### src/rtl/sat_pkg.sv
// Shared definitions for the shared saturation arbiter: width helpers and
// output FSM state encoding.
package sat_pkg;

  typedef enum logic {
    ST_EMPTY = 1'b0,
    ST_FULL  = 1'b1
  } state_t;

  function automatic int clog2(input int n);
    int r;
    r = 0;
    for (int v = n - 1; v > 0; v = v >> 1) r++;
    return r;
  endfunction

  function automatic int out_w(input int in_w, input int sat_w);
    return in_w - sat_w;
  endfunction

  // Channel id is at least one bit wide even for degenerate channel counts.
  function automatic int ch_w(input int n);
    return (clog2(n) < 1) ? 1 : clog2(n);
  endfunction

endpackage

### src/rtl/sat_clip.sv
// Signed saturating narrow: drops the top SAT_WIDTH bits, clipping to the
// largest/smallest representable value when they carry information.
module sat_clip
  import sat_pkg::*;
#(
  parameter  int IN_WIDTH  = 32,
  parameter  int SAT_WIDTH = 16,
  localparam int OUT_W     = out_w(IN_WIDTH, SAT_WIDTH)
) (
  input  logic [IN_WIDTH-1:0] din,
  output logic [OUT_W-1:0]    dout,
  output logic                ovf
);

  logic w_sign;

  assign w_sign = din[IN_WIDTH-1];

  // Removed bits plus the new sign bit must all replicate the original sign.
  assign ovf  = (din[IN_WIDTH-2 -: SAT_WIDTH] != {SAT_WIDTH{w_sign}});
  assign dout = ovf ? {w_sign, {(OUT_W-1){~w_sign}}} : din[OUT_W-1:0];

endmodule

### src/rtl/sat_share_arb.sv
// Round-robin arbiter feeding one registered saturation stage, with a
// valid/ready output and sticky per-channel saturation counters.
module sat_share_arb
  import sat_pkg::*;
#(
  parameter  int NUM_CH    = 4,
  parameter  int IN_WIDTH  = 32,
  parameter  int SAT_WIDTH = 16,
  parameter  int CNT_WIDTH = 16,
  localparam int OUT_W     = out_w(IN_WIDTH, SAT_WIDTH),
  localparam int CH_W      = ch_w(NUM_CH)
) (
  input  logic                        clk,
  input  logic                        rst,
  input  logic [NUM_CH-1:0]           req_valid,
  input  logic [NUM_CH*IN_WIDTH-1:0]  req_data,
  output logic [NUM_CH-1:0]           req_ready,
  output logic                        out_valid,
  input  logic                        out_ready,
  output logic [OUT_W-1:0]            out_data,
  output logic [CH_W-1:0]             out_ch,
  output logic                        out_sat,
  input  logic                        cnt_clr,
  output logic [NUM_CH*CNT_WIDTH-1:0] sat_cnt
);

  state_t                              r_state, w_state_nxt;
  logic   [CH_W-1:0]                   r_ptr, w_ptr_nxt, w_gnt_ch;
  logic   [NUM_CH-1:0]                 w_grant;
  logic                                w_gnt_any;
  logic                                w_accept;
  logic   [IN_WIDTH-1:0]               w_din;
  logic   [OUT_W-1:0]                  w_clip;
  logic                                w_ovf;
  logic   [OUT_W-1:0]                  r_data;
  logic   [CH_W-1:0]                   r_ch;
  logic                                r_sat;
  logic   [NUM_CH-1:0][CNT_WIDTH-1:0]  r_cnt;

  assign w_accept = (r_state == ST_EMPTY) | out_ready;

  // Two ascending passes: channels at/after ptr first, then the wrap-around.
  always_comb begin
    w_grant   = '0;
    w_gnt_ch  = '0;
    w_gnt_any = 1'b0;
    w_ptr_nxt = r_ptr;
    if (w_accept && !rst) begin
      for (int k = 0; k < NUM_CH; k++) begin
        if (!w_gnt_any && req_valid[k] && (k >= int'(r_ptr))) begin
          w_gnt_any  = 1'b1;
          w_grant[k] = 1'b1;
          w_gnt_ch   = CH_W'(k);
          w_ptr_nxt  = (k == NUM_CH - 1) ? '0 : CH_W'(k + 1);
        end
      end
      for (int k = 0; k < NUM_CH; k++) begin
        if (!w_gnt_any && req_valid[k] && (k < int'(r_ptr))) begin
          w_gnt_any  = 1'b1;
          w_grant[k] = 1'b1;
          w_gnt_ch   = CH_W'(k);
          w_ptr_nxt  = (k == NUM_CH - 1) ? '0 : CH_W'(k + 1);
        end
      end
    end
  end

  assign req_ready = w_grant;

  always_comb begin
    w_din = '0;
    for (int k = 0; k < NUM_CH; k++) begin
      if (w_grant[k]) w_din = req_data[k*IN_WIDTH +: IN_WIDTH];
    end
  end

  sat_clip #(
    .IN_WIDTH  (IN_WIDTH),
    .SAT_WIDTH (SAT_WIDTH)
  ) u_clip (
    .din  (w_din),
    .dout (w_clip),
    .ovf  (w_ovf)
  );

  always_ff @(posedge clk) begin
    if (rst) r_state <= ST_EMPTY;
    else     r_state <= w_state_nxt;
  end

  always_comb begin
    w_state_nxt = r_state;
    case (r_state)
      ST_EMPTY: if (w_gnt_any)               w_state_nxt = ST_FULL;
      ST_FULL:  if (out_ready && !w_gnt_any) w_state_nxt = ST_EMPTY;
      default:                               w_state_nxt = ST_EMPTY;
    endcase
  end

  always_comb begin
    out_valid = (r_state == ST_FULL);
  end

  always_ff @(posedge clk) begin
    if (rst) begin
      r_ptr  <= '0;
      r_data <= '0;
      r_ch   <= '0;
      r_sat  <= 1'b0;
    end else begin
      r_ptr <= w_ptr_nxt;
      if (w_gnt_any) begin
        r_data <= w_clip;
        r_ch   <= w_gnt_ch;
        r_sat  <= w_ovf;
      end
    end
  end

  assign out_data = r_data;
  assign out_ch   = r_ch;
  assign out_sat  = r_sat;

  for (genvar g = 0; g < NUM_CH; g++) begin : g_cnt
    always_ff @(posedge clk) begin
      if (rst || cnt_clr)
        r_cnt[g] <= '0;
      else if (w_grant[g] && w_ovf && (r_cnt[g] != {CNT_WIDTH{1'b1}}))
        r_cnt[g] <= r_cnt[g] + 1'b1;
    end
    assign sat_cnt[g*CNT_WIDTH +: CNT_WIDTH] = r_cnt[g];
  end

endmodule

### config.mk
export PLATFORM = sky130hd
export DESIGN_NAME = sat_share_arb
export DESIGN_NICKNAME = d
export VERILOG_FILES = /design/src/rtl/sat_pkg.sv /design/src/rtl/sat_clip.sv /design/src/rtl/sat_share_arb.sv
export SDC_FILE = /design/constraint.sdc
export NUM_CORES = 1
export LEC_CHECK = 0
export CAP_MARGIN = 20
export CORE_MARGIN = 5
export CORE_UTILIZATION = 39
export DETAILED_ROUTE_END_ITERATION = 6
export PLACE_DENSITY = 0.88
export SLEW_MARGIN = 10
export SYNTH_ARGS = -nofsm -noshare
export SYNTH_HDL_FRONTEND = slang
export SYNTH_SLANG_ARGS = --single-unit
### constraint.sdc
create_clock -name clk -period 3.9 [get_ports clk]
set_input_delay 1.17 -clock clk [delete_from_list [all_inputs] [get_ports clk]]
set_output_delay 1.17 -clock clk [all_outputs]
set_load 0.02 [all_outputs]
# After elaboration in Yosys (flattened, before gate mapping)
# Cells that the tools add are included.
# classes
n_mux	43
bitwise	3
order_cmp	6
add_sub_neg	4
n_eq_ne	5
n_reduce_logical	33
# ops
cell	count
two-way mux 32 bit	4
adder 16 x 1 -> 16 bit, second input constant	4
inequality test 16 bit, second input constant	4
two-way mux 2 bit	13
two-way mux 1 bit	23
logical AND 1 bit	22
two-way mux 16 bit	1
inequality test 16 bit	1
logical NOT 1 bit	8
nonzero test 7 bit	1
>= comparator 1 x 2 -> 1 bit, first input constant	2
< comparator 1 x 2 -> 1 bit, first input constant	2
two-way mux 4 bit	1
>= comparator 2 bit, first input constant	1
< comparator 2 bit, first input constant	1
NOT 1 bit	2
case mux 1 bit (2 select lines)	1
AND reduction 2 bit	1
logical OR 1 bit	1
OR 1 bit	1
# totals
out_inout_bits	88
register_bits	86
in_bits	136

# Depth between registers and ports, before layout
# Gate-level depths: netlist of run 1.
# depth
ltp_word	40
depth_mapped	16

# Cells and area by module
# From an unflattened synthesis of run 1, not the netlist that was laid out.
# hier_totals
cells_unflattened	694
area_unflattened_um2	5367.6
# modules_own_cells
mod	cells_each	instances	seq_area_each_um2	area_each_um2
sat_share_arb	643	1	1721.7	5016.1
sat_clip	51	1	0.0	351.6

# Worst setup path before layout of run 1
# OpenSTA, ideal clock, no wires.
# synth_timing
path_type	input to output
startpoint	in req_valid[1]
endpoint	out req_ready[3]
n_path_buf	4
slack_ns	-0.227
arrival_time_ns	2.957
stages	9
path_cell_list	buf_2 -> nor2_1 -> o21a_1 -> and2_1 -> buf_2 -> buf_1 -> nand2_1 -> clkinv_1 -> clkbuf_1
# synth_between
elab_chain_len	13
# synth_rtl
element	line_no	source
from (decl)	sat_share_arb.sv:15	input logic [NUM_CH-1:0] req_valid,
logical AND 1 bit * (2 in series)	sat_share_arb.sv:50	if (!w_gnt_any && req_valid[k] && (k >= int'(r_ptr))) begin
two-way mux 1 bit *	sat_share_arb.sv:50	
two-way mux 1 bit *	sat_share_arb.sv:48	if (w_accept && !rst) begin
logical NOT 1 bit	sat_share_arb.sv:50	
logical AND 1 bit (2 in series)	sat_share_arb.sv:50	
two-way mux 1 bit *	sat_share_arb.sv:50	
two-way mux 1 bit *	sat_share_arb.sv:48	
logical NOT 1 bit *	sat_share_arb.sv:50	
logical AND 1 bit *	sat_share_arb.sv:50	
two-way mux 1 bit *	sat_share_arb.sv:50	
two-way mux 4 bit *	sat_share_arb.sv:48	
to (decl)	sat_share_arb.sv:17	output logic [NUM_CH-1:0] req_ready,
# Mark *: on every way between the ends. The rest lies on a longest branch, timed or not. The select of a mux whose other input is x is not followed.

# Worst setup path after layout of run 1
# layout_timing
startpoint	in out_ready
endpoint	out req_ready[0]
# layout_between
elab_chain_len	3
# layout_rtl
element	line_no	source
from (decl)	sat_share_arb.sv:19	input logic out_ready,
OR 1 bit	sat_share_arb.sv:40	assign w_accept = (r_state == ST_EMPTY) | out_ready;
logical AND 1 bit	sat_share_arb.sv:48	
two-way mux 4 bit	sat_share_arb.sv:48	
# No other way between the ends.

==> key figures, run 1 <==
Critical path
  • CP max-delay cell: clkdlybuf4s50_1
  • Req. time, crit path: between 2 and 3 ns
  • Max Fanout on Critical Path: 4
  • Critical path class: primary input to primary output
  • CP peak stage delay: 0.45 ns
  • Worst setup startpoint: out_ready
  • R2r startpoint: r_ptr[1]$_SDFFE_PP0P_
  • Worst path cell trace: clkdlybuf4s50_1 -> nand2b_1 -> nor2b_1 -> and3_2 -> dlygate4sd2_1
  • CP Data Arrival Time: about 2.6 ns
  • CP Launch Type: primary input
  • CP endpoint kind: primary output

Clock network
  • Num CTS Buffers: 9
  • CTS tree: done
  • Sink Count: 86
  • Clk buf depth: 2
  • Root buf cell: clkbuf_16
  • Clock-pin slew on the worst setup and hold paths: ~0.06 ns
  • Clock H-tree levels: 3
  • Worst-skew pair later-pin latency: around 0.34 ns
  • Cts hold-fix bufs: 0

Placed design
  • Detailed placement HPWL: ~15000 um
  • Setup WS pre-CTS: -0.655 ns
  • Buffers on Ports: 223
  • Placer Congestion: between 0.9 and 1
  • Cells after DPL: between 1000 and 1500

Pwr
  • Maximum vdd ir drop: about 0.00019 V
  • Sw Ratio: 0.285
  • Combinational share of power: 0.287
  • Clock Power Share: 0.350
  • Internal power: 0.00186 W
  • Static leakage: 2.85 nW
  • Part of the power in registers: 0.363
  • Net Sw Power: between 0.0007 and 0.0008 W
  • Power per cell area: 310 nW/um^2

Synth
  • Syn. warnings: 0
  • Sequential area share after synthesis: 0.325
  • Yosys reg bits: 86
  • Synthesized net count: 790
  • Syn Inst Count: 650
  • Synth Area per Inst: 8.14 sq um
  • Top FF cell, synth: dfxtp_1
  • Fraction of registers with async set or reset after synthesis: 0
  • Synth unique cells: 65
  • Post-synth EDFFs: 0
  • Cell Area, Synth: 5290 sq um

Floorplan
  • Initial core utilization: 0.398
  • Die H: 126 um
  • FP Rows: 42
  • Core ar.: around 13000 sq um
  • Die width: 126 um
  • Die ar.: roughly 16000 sq um
  • Num ports: 224

STA
  • Final Hold Fails: 0
  • Setup violators final: 0
  • Minimum clock period after layout: 3.79 ns
  • Final Slew Violations: 0
  • Clock skew: 0.00690 ns
  • RSZ-0062 raised after global routing: false
  • Achievable clock frequency: between 0.2 and 0.3 GHz
  • Relative slew margins: 0.496
  • Hold WS: roughly 0.45 ns
  • Fin crit share: 0.972
  • Setup WS post-layout: ~0.11 ns
  • Worst slew pin tran: 0.753 ns

GRT
  • Initial antenna violation count: 1
  • Gr ovfl total: 0
  • Tot GR Track Use: 0.240
  • First-pass GRT wire length: 31400 um
  • Largest net degree at the start of global routing: 50
  • Number of global-route vias before repair: 6126

Min path
  • Hold_sp: out_sat$_SDFFE_PP0P_
  • Hold Path Class: flop to flop

Finish
  • Area grow syn2layout: 58.1%
  • Non-filler cells, final: around 1100
  • Final-stage net count: 1030
  • Fillers: 1129
  • Share of cells above drive strength 1: 0.121

Drt
  • Initial DRC Count: around 540
  • # DRC: 0
  • Wire length per cell: approximately 19 um
  • Via/cell ratio: between 5 and 6
  • Vias: about 6400
  • DRT Wirelength: 20100 um
  • Final ANT Viol Nets: 0
  • First-pass DRT Iterations: 5

Run
  • Max-cap violations: 0

Outcome
  • Status: completed
-- state kept, by name (all words and copies together) (netlist names) --
name       flops
out_ch         2
out_data      16
out_sat        1
out_valid      1
r_ptr          2
sat_cnt       64
-- kinds of logic after synthesis --
group / synth area share
buffers and inverters: 0.0681
and+or+nand+nor: 0.265
AOI/OAI and AO/OA: 0.315
DFF: 0.325
adders and majority gates: 0.00946
muxes: 0.0173
-- metrics by stage --
stage	util	setup TNS, ns	power [W]	instance area (sq um)
floorplan	-	-0.0000369	0.00133	5310
global placement	0.598	-44.72	0.00166	7950
detailed placement	0.598	-46.79	0.00166	7950
CTS	0.627	0	0.00260	8330
global route	0.629	0	0.00271	8360
finish	0.629	0	0.00260	8360
-- cell usage after synthesis (8+ instances only) --
cell	number	area share
clkbuf_1	30	0.021
or3_1	17	0.020
nor2_1	20	0.014
o21ai_0	10	0.0095
o21ai_1	13	0.012
a221o_1	28	0.053
a22o_1	15	0.025
mux2i_1	8	0.015
dfxtp_1	86	0.33
a21oi_1	64	0.061
and3_1	21	0.025
nand2_1	49	0.035
or4_1	43	0.061
nand3_1	42	0.040
nor3_1	11	0.010
inv_1	15	0.011
o31ai_1	44	0.062
and2_1	9	0.011
buf_4	8	0.011
-- cells in the final DEF, fill, tap and decap left out, types with 9 or more instances in the layout --
cell type and count:
dfxtp_1 86, nor2_1 19, nand3_1 42, nor3_1 10
and2_1 9, clkdlybuf4s50_1 215, a21oi_1 64, clkbuf_16 9
or4_1 43, o31ai_1 43, inv_1 15, a221o_1 28
and3_1 20, o21ai_1 13, or3_1 16, a22o_1 15
nand2_1 49, buf_4 57
-- final timing paths --
check / end / slack (ns) / depth (start not counted)
worst min register to register: out_sat$_SDFFE_PP0P_ / 0.45 / 2
worst max-delay path: req_ready[0] / 0.11 / 5
worst max register to register: sat_cnt[57]$_SDFFE_PP0P_ / 0.51 / 13
worst min-delay path: out_sat$_SDFFE_PP0P_ / 0.45 / 2
-- repair_timing --
item | in CTS | in global routing
pin swaps | 4 | 4
setup buffers | 1 | 0
gates cloned | 1 | 0
resized for setup | 24 | 16
setup endpoints to repair | 84 | 80
-- critical path: cells and delay by family --
| kind | cells | cell delay (ns) |
|---|---|---|
| AND/OR/NAND/NOR | 3 | 0.64 |
| buffers and inverters | 2 | 0.80 |
-- cell type report --
cell class / instances / area, sq um / share of cell area
clock buffers: 11 / 233 / 0.0278
inverters: 16 / 60.1 / 0.00718
diodes: 1 / 2.50 / 0.000299
flip-flops and latches: 86 / 1720 / 0.206
multi-input cells: 492 / 3310 / 0.396
repair buffers: 285 / 2740 / 0.327
well taps: 176 / 220 / 0.0263
clock inverters: 4 / 72.6 / 0.00868
-- power by group through the flow --
stage | clock network, W | registers (W) | logic [W]
2_1_floorplan | 0 | 0.000993 | 0.000332
3_3_place_gp | 0 | 0.000958 | 0.000702
3_5_place_dp | 0 | 0.000959 | 0.000706
4_1_cts | 0.000922 | 0.000941 | 0.000734
5_1_grt | 0.000967 | 0.000945 | 0.000795
6_report | 0.000908 | 0.000942 | 0.000745
-- metal layers --
metal | share of wire | up-vias | track usage | routed length (um)
li1 | - | 3040 | - | -
met1 | 0.39 | 3013 | 0.286 | 7820
met2 | 0.50 | 280 | 0.415 | 9960
met3 | 0.084 | 39 | 0.0605 | 1680
met4 | 0.031 | 0 | 0.0927 | 618
met5 | 0 | - | 0 | 0
No activity file was read; power rests on OpenSTA's default activity.
==> inputs of run 2 (changes only) <==
--- a/config.mk
+++ b/config.mk
@@ -5,8 +5,8 @@
 export SDC_FILE = /design/constraint.sdc
 export NUM_CORES = 1
 export LEC_CHECK = 0
+export ABC_CLOCK_PERIOD_IN_PS = 3900
 export CAP_MARGIN = 20
-export CORE_MARGIN = 5
 export CORE_UTILIZATION = 39
 export DETAILED_ROUTE_END_ITERATION = 6
 export PLACE_DENSITY = 0.88
==> run 2 against run 1 <==
Compared with the run above:
- total power increased by 2.2%
- via count increased by 1.7%
- wire length increased by 1.9%
- design area increased by 2.8%
- clock skew decreased by 0.0018 ns
- highest routed layer unchanged
==> key figures, run 2 (same netlist as run 1, synthesis figures left out) <==
Outcome
  • Status: completed

Critical path
  • CP max-delay cell: and4_4
  • CP Launch Type: primary input
  • Req. time, crit path: 4.16 ns (+1.43 ns)
  • Cell family with the largest share of critical-path delay: simple AND/OR/NAND/NOR gates
  • CP endpoint kind: flop
  • CP Data Arrival Time: 4.12 ns (+1.50 ns)
  • CP peak stage delay: 0.43 ns (-0.02 ns)
  • Critical path buffer and inverter count: 4 (+2)
  • R2r startpoint: r_ptr[1]$_SDFFE_PP0P_
  • Critical path class: primary input to flop
  • Max Fanout on Critical Path: 15 (+11)
  • Worst path cell trace: clkbuf_2 -> or3_4 -> o311ai_4 -> nand2_2 -> buf_4 -> buf_4 -> o21ai_0 -> a21oi_1 -> mux2_2 -> a211oi_2 -> and4_4 -> clkbuf_16 -> o21ai_1 -> a21oi_1
  • Worst setup startpoint: req_valid[3]

Run
  • Max-cap violations: 0 (unchanged)

STA
  • Worst slew pin tran: 0.804 ns (+0.0504 ns)
  • Minimum clock period after layout: 3.86 ns (+0.0710 ns)
  • Final Hold Fails: 0 (unchanged)
  • Setup WS post-layout: 0.0383 ns (-0.0710 ns)
  • Setup violators final: 0 (unchanged)
  • Final Slew Violations: 0 (unchanged)
  • Fin crit share: 0.990 (+0.0182)
  • Clock skew: 0.00509 ns (-0.00181 ns)
  • Hold WS: 0.449 ns (-0.00517 ns)
  • Relative slew margins: 0.462 (-0.0337)
  • RSZ-0062 raised after global routing: true
  • Achievable clock frequency: 0.259 GHz (-1.8%)

Clock network
  • Cts hold-fix bufs: 0 (unchanged)
  • Sink Count: 86 (unchanged)
  • Clock-pin slew on the worst setup and hold paths: 0.06 ns (about the same)
  • Root buf cell: clkbuf_16
  • CTS tree: done
  • Clk buf depth: 2 (unchanged)
  • Num CTS Buffers: 9 (unchanged)
  • Clock H-tree levels: 3 (unchanged)
  • Worst-skew pair later-pin latency: 0.34 ns (about the same)

Floorplan
  • Die H: 118 um (-6.3%)
  • Core ar.: 13200 sq um (-0.40%)
  • Initial core utilization: 0.400 (+0.00158)
  • Die ar.: 14000 sq um (-12%)
  • Die width: 118 um (-6.3%)
  • FP Rows: 42 (unchanged)
  • Num ports: 224 (unchanged)

GRT
  • Gr ovfl total: 0 (unchanged)
  • Initial antenna violation count: 0 (-1)
  • Largest net degree at the start of global routing: 62 (+24%)
  • Number of global-route vias before repair: 6139 (+0.21%)
  • Tot GR Track Use: 0.276 (+0.0355)
  • First-pass GRT wire length: 30800 um (-1.7%)

Drt
  • Via/cell ratio: 6.00 (+0.85%)
  • First-pass DRT Iterations: 6 (+1)
  • DRT Wirelength: 20500 um (+1.9%)
  • # DRC: 0 (unchanged)
  • Wire length per cell: 18.9 um (+1.1%)
  • Vias: 6480 (+1.7%)
  • Final ANT Viol Nets: 0 (unchanged)
  • Initial DRC Count: 583 (+7.6%)

Finish
  • Share of cells above drive strength 1: 0.148 (+0.0274)
  • Commonest non-fill, non-tap cell in the layout: clkdlybuf4s50_1
  • Commonest cells after routing, fill and taps aside: clkdlybuf4s50_1 (215), dfxtp_1 (86), a21oi_1 (59), buf_4 (59), nand2_1 (49)
  • Max FFs per register: 64 (unchanged)
  • Final-stage net count: 1039 (+0.87%)
  • Area grow syn2layout: 62.4%
  • Antenna cell count: 0 (-1)

Placed design
  • Detailed placement HPWL: 14300 um (-7.2%)
  • Buffers on Ports: 223 (unchanged)
  • Setup WS pre-CTS: -0.667 ns (-0.0121 ns)
  • Placer Congestion: 0.957 (+1.1%)

Min path
  • Hold_sp: out_sat$_SDFFE_PP0P_
  • Hold Path Class: flop to flop

Pwr
  • Maximum vdd ir drop: 0.000259 V (+35%)
  • Static leakage: 2.94 nW (+3.5%)
  • Power per cell area: 309 nW/um^2 (-0.55%)
  • Total power: 0.00265 W (+2.2%)
run 2: cell count changes in the layout (fill, tap and decap cells not counted), sizes merged:
cell / before / now
bufinv: 2 / 1
bufbuf: 1 / 0
clkbuf: 16 / 21
buf: 61 / 68
clkdlybuf4s15: 1 / 0
and4: 4 / 5
diode: 1 / 0
run 2: worst paths after layout:
check	to	slack, ns	cells after the start
setup / recovery	sat_cnt[16]$_SDFFE_PP0P_	0.04	14
hold / removal	out_sat$_SDFFE_PP0P_	0.45	2
setup reg to reg	sat_cnt[28]$_SDFFE_PP0P_	0.50	12
hold reg to reg	out_sat$_SDFFE_PP0P_	0.45	2
run 2: layer usage:
layer	global-route usage	up-vias	wire [um]
li1	-	3069	-
met1	0.325	3047	8080
met2	0.477	318	10100
met3	0.0613	46	1630
met4	0.123	0	601
met5	0	-	0
run 2: layout make-up:
cell class                 count  area (sq um)
clock inverter                 3          42.5
inverter                      16          60.1
fill                        1107          4650
timing repair buffer         293          2900
multi-input combinational    493          3390
sequential                    86          1720
tap                          176           220
clock buffer                  13           260
run 2: worst register-to-register path: cells and delay by family (launching register included):
family / cells / cell delay, ns
and+or+nand+nor: 5 / 1.32
DFF: 1 / 0.65
buffers and inverters: 2 / 0.35
AOI/OAI and AO/OA: 5 / 1.01
run 2: through the flow:
stage	instances	TNS [ns]	area, sq um	utilization
final	1080	0	8600	0.649
after detailed placement	1054	-48.72	7970	0.602
after floorplan	650	-0.0000369	5310	-
after CTS	1071	-0.197	8330	0.629
after global routing	1080	-0.594	8600	0.649
after global placement	1054	-44.38	7970	0.602
run 2: power breakdown:
part / internal, W / total, W / leakage (nW) / switching (W)
Clock: 0.000531 / 0.000887 / 0.146 / 0.000356
Combinational: 0.000430 / 0.000822 / 2.10 / 0.000393
Sequential: 0.000914 / 0.000944 / 0.698 / 0.0000298
Total: 0.00188 / 0.00265 / 2.94 / 0.000778
run 2: repair_timing:
| action | in CTS | in global routing |
|---|---|---|
| resized for setup | 21 | 35 |
| setup endpoints to repair | 84 | 80 |
| cloned | 1 | 7 |
| pin swaps | 3 | 8 |
| buffers inserted | 0 | 2 |
==> inputs of run 3 (changes only) <==
--- a/config.mk
+++ b/config.mk
@@ -10,7 +10,7 @@
 export CORE_UTILIZATION = 39
 export DETAILED_ROUTE_END_ITERATION = 6
 export PLACE_DENSITY = 0.88
-export SLEW_MARGIN = 10
+export SLEW_MARGIN = 20
 export SYNTH_ARGS = -nofsm -noshare
 export SYNTH_HDL_FRONTEND = slang
 export SYNTH_SLANG_ARGS = --single-unit
==> results of run 3 <==
Final layout, timing and power as in run 2 (identical DEF).
